--- src/rtl/reg_mux_n.sv ---
// Registered N-channel multiplexer with direct-select and round-robin scan modes.
// All outputs update one clk edge after the sampled inputs; xfer_cnt counts transfers.
module reg_mux_n #(
  parameter int WIDTH = 16,
  parameter int NCH   = 4,
  parameter int SELW  = 2
) (
  input  logic                 clk,
  input  logic                 rst_n,
  input  logic                 mode,
  input  logic [SELW-1:0]      sel,
  input  logic [NCH*WIDTH-1:0] in_data,
  input  logic [NCH-1:0]       in_valid,
  input  logic                 hold,
  output logic [WIDTH-1:0]     out_data,
  output logic                 out_valid,
  output logic [SELW-1:0]      out_ch,
  output logic [15:0]          xfer_cnt
);

  localparam logic [SELW:0]     NCH_W = NCH[SELW:0];
  localparam logic [SELW-1:0]   LAST  = SELW'(NCH - 1);

  logic [WIDTH-1:0] ch_data [NCH];
  logic [SELW-1:0]  ptr;

  logic             rr_found;
  logic [SELW-1:0]  rr_grant;

  logic [WIDTH-1:0] nxt_data;
  logic             nxt_valid;
  logic [SELW-1:0]  nxt_ch;
  logic [SELW-1:0]  nxt_ptr;

  for (genvar k = 0; k < NCH; k++) begin : g_unpack
    assign ch_data[k] = in_data[k*WIDTH +: WIDTH];
  end

  // First valid channel at or after ptr, wrapping modulo NCH.
  always_comb begin
    // NOTE: every always_comb output gets a default first so no path leaves it unassigned (no latch).
    rr_found = 1'b0;
    rr_grant = '0;
    for (int i = 0; i < NCH; i++) begin
      int idx;
      idx = (int'(ptr) + i) % NCH;
      if (!rr_found && in_valid[SELW'(idx)]) begin
        rr_found = 1'b1;
        rr_grant = SELW'(idx);
      end
    end
  end

  // Hold has priority over mode; anything not updated keeps its registered value.
  always_comb begin
    nxt_data  = out_data;
    nxt_ch    = out_ch;
    nxt_valid = 1'b0;
    nxt_ptr   = ptr;
    if (!hold) begin
      if (!mode) begin
        if ({1'b0, sel} < NCH_W) begin
          nxt_data  = ch_data[sel];
          nxt_ch    = sel;
          nxt_valid = in_valid[sel];
        end
      end else if (rr_found) begin
        nxt_data  = ch_data[rr_grant];
        nxt_ch    = rr_grant;
        nxt_valid = 1'b1;
        nxt_ptr   = (rr_grant == LAST) ? '0 : rr_grant + SELW'(1);
      end
    end
  end

  always_ff @(posedge clk or negedge rst_n) begin
    if (!rst_n) begin
      // NOTE: sequential state uses non-blocking assignments so all registers sample together.
      out_data  <= '0;
      out_valid <= 1'b0;
      out_ch    <= '0;
      xfer_cnt  <= '0;
      ptr       <= '0;
    end else begin
      out_data  <= nxt_data;
      out_valid <= nxt_valid;
      out_ch    <= nxt_ch;
      ptr       <= nxt_ptr;
      if (nxt_valid) begin
        xfer_cnt <= xfer_cnt + 16'd1;
      end
    end
  end

endmodule

--- config.mk ---
export PLATFORM = sky130hd
export DESIGN_NAME = reg_mux_n
export DESIGN_NICKNAME = d
export VERILOG_FILES = /design/src/rtl/reg_mux_n.sv
export SDC_FILE = /design/constraint.sdc
export NUM_CORES = 1
export LEC_CHECK = 0
export ABC_AREA = 1
export BUFFER_PORTS_ARGS = -buffer_cell sky130_fd_sc_hd__buf_2
export CORE_MARGIN = 4
export CORE_UTILIZATION = 42
export CTS_CLUSTER_DIAMETER = 100
export DETAILED_ROUTE_END_ITERATION = 10
export MAX_ROUTING_LAYER = met4
export PLACE_DENSITY_LB_ADDON = 0.05
export SYNTH_ARGS = -nofsm -noshare
export SYNTH_HDL_FRONTEND = slang
export SYNTH_SLANG_ARGS = --single-unit
export TNS_END_PERCENT = 10
--- constraint.sdc ---
create_clock -name clk -period 3.9 [get_ports clk]
set_input_delay 0 -clock clk [delete_from_list [all_inputs] [get_ports clk]]
set_output_delay 0 -clock clk [all_outputs]
set_load 0.03 [all_outputs]
==> results.md <==
- Startpoint types: flop
- Placed cell count: 704
- Grt ovf: 0
- Vias in the first global route: 3445
- Max-slew headroom: 0.430
- Cells after synthesis: 523
- Post-CTS Setup Bufs: 0
- Total GRT Usage: 0.224
- Ys async rst share: 1.00
- Syn avg cell area: 6.23 um^2
- Post-route DRC: 0
- Flop and latch count out of synthesis: 37
- Cell depth of the worst hold path: 5
- Final RePlAce weighted congestion: 0.925
- H-tree depth: 2
- DIE AREA: 9240 um^2
- Max Slew Vio Count: 0
- DR pass1 iterations: 6
- Met3 usage: 0.0321
- Data arrival, critical path: 2.79 ns
- Worst Setup SP: ptr[0]
- Final Hold Vio Count: 0
- Status: complete, no violations
- CP Max Fanout: 35
- Clock slew at reported path FFs: 0.08 ns
- Clk root buf: clkbuf_8
- Final setup viols: 0
- Routed len/inst: 14.0 um
- Post-DP Area: 3760 um^2
- Fin area: 3900 um^2
- Initial Util: 0.440
- Iteration-0 DRC Markers: 229
- Layout cells sized above 1: 0.229
- Initial antenna violation count: 0
- Cell area after technology mapping: 3260 um^2
- Grt peak-use layer: met2
- I/O pin total: 109
- ANT nets after route: 0
- CTS Sinks: 37
- Syn nets: 598
- Met2 Resource Use GR: 0.355
- Dpl ws: 1.31 ns
- ANT cells: 0
- Sequential share of the synthesized area: 0.284
- Setup ws final: 1.29 ns
- Worst path cell trace: inv_2 > nand2_1 > nand2_2 > nand2_1 > nand2_1 > nand2_1 > nand3_2 > nand3_4 > inv_4 > nand2_1 > nand3_1 > nand3_1 > nand2_1
- CORE AREA: 7410 um^2
- Min-delay src: in_data[11]
- FF-to-FF path depth: 13
- Synth-to-layout area growth: 19.7%
- Yosys synthesis warning count: 0
- Slew @ Worst Pin: 0.855 ns
- Worst path max stage delay: 0.54 ns
- RR Startpoint: ptr[0]
- Via count: 3745
- LEAKAGE: 2.06 nW
- CTS tree: built
- Worst vdd ir: 0.306 mV
- Final cell count without fillers: 714
- Num CTS Buffers: 5
- Worst-skew pair later-pin latency: 0.29 ns
- Critical Path RT: 4.08 ns
- Vias/cell: 5.25
- Hold_ws: 0.0653 ns
- Yosys cell types: 34
- Die Width: 96.1 um
- Final nets: 689
- DP HPWL: 7.23 mm
- Routing usage on met1: 0.304
- Final wirelength: 10.0 mm
- Most frequent cells in the layout: 170 x nand2_1, 108 x buf_2, 51 x nand3_1
- CTS Buffer Depth: 2
- Crit-path slowest cell: dfrtp_1
- Most common cell after layout, fill and taps aside: nand2_1
- IO buf count: 108
- Top FF cell, synth: dfrtp_1
- Minimum clock period: 2.61 ns
- Die H: 96.1 um
- Fmax: 384 MHz
- Post-synth EDFFs: 0
- Setup TNS: 0 ns
- Worst Hold Class: input pin to flop
- PD cells: 743 nW/um^2
- Crit share post-route: 0.669
- Crit Path Category: flop to flop
- Crit. End Element: flop
- Clk_skew: 0.00489 ns
- RSZ-0062 raised after global routing: false
- Fillcell total: 780
- Largest net degree at the start of global routing: 38
- First-pass GRT wire length: 16.1 mm
- Rows: 31
- # Max-Cap Violations: 0
- Crit path top cell by count: nand2_1
## path summary, 6_finish.rpt
check                          endpoint  slack, ns
setup / recovery            out_data[6]       1.29
max in group asynchronous  out_data[11]       3.01
min in group asynchronous  xfer_cnt[13]       0.35
hold / removal             out_data[11]       0.07
hold reg to reg            out_data[14]       0.48
setup reg to reg            out_data[6]       1.29
## worst max-delay path: cells and delay by family, from the launching register on
| kind | cells | cell delay [ns] |
|---|---|---|
| and+or+nand+nor | 11 | 1.59 |
| buffers and inverters | 2 | 0.34 |
| DFF | 1 | 0.54 |
## synthesized netlist by cell type (2+ instances only)
library cell	number	area share
a21oi_1	17	0.026
a31oi_1	13	0.025
buf_2	7	0.011
buf_4	4	0.0092
buf_6	6	0.021
clkbuf_1	9	0.010
clkinv_1	2	0.0023
dfrtp_1	37	0.28
inv_1	43	0.049
inv_2	4	0.0046
nand2_1	170	0.20
nand2_2	6	0.012
nand2_4	3	0.010
nand3_1	51	0.078
nand3_2	3	0.0092
nand3_4	2	0.011
nand4_1	20	0.038
nor2_1	48	0.055
nor2_4	3	0.010
nor3_1	4	0.0061
nor4_1	2	0.0038
o21ai_0	42	0.064
o21ai_1	2	0.0031
o22ai_1	3	0.0058
or2_1	2	0.0038
xnor2_1	6	0.016
xor2_1	7	0.019
## cell type report
type	count	area, um^2	area share
clock buffer	6	82.6	0.0212
clock inverter	2	37.5	0.00962
inverter	50	190	0.0487
multi-input combinational	409	1970	0.506
sequential	37	926	0.237
tap	99	124	0.0317
timing repair buffer	111	568	0.146
## sequential cells by signal, summed over array words and instances (netlist names)
name	count
out_valid	1
xfer_cnt	16
out_ch	2
ptr	2
out_data	16
## layer usage
metal  share of wire  up-vias
met4          0.0068        0
met2            0.47      145
li1                -     1885
met3           0.064        7
met1            0.46     1708
met5               0        -
## what timing repair did
item / 4_1_cts / 5_1_grt
endpoints found under the hold margin: 38 / 0
hold buffers: 2 / 0
resized for setup: 0 / 0
## cells by family after synthesis
| kind of cell | after synthesis | share of synthesized area |
|---|---|---|
| and+or+nand+nor | 316 | 0.437 |
| AOI/OAI and AO/OA | 79 | 0.129 |
| buffers and inverters | 77 | 0.111 |
| DFF | 37 | 0.284 |
| xor gates and xnor gates | 13 | 0.0349 |
| adders and majority gates | 1 | 0.00384 |
## where the power goes
group | switching (W) | internal (W)
sequential | 0.000122 | 0.000526
combinational | 0.00135 | 0.000545
clock | 0.000149 | 0.000208
total | 0.00162 | 0.00128
## per-stage QoR
step	total power [W]	utilization
after floorplan	0.00218	-
after CTS	0.00292	0.527
after global placement	0.00254	0.508
after detailed placement	0.00255	0.508
after global routing	0.00318	0.527
final	0.00290	0.527
(Power assumes the default switching activity.)
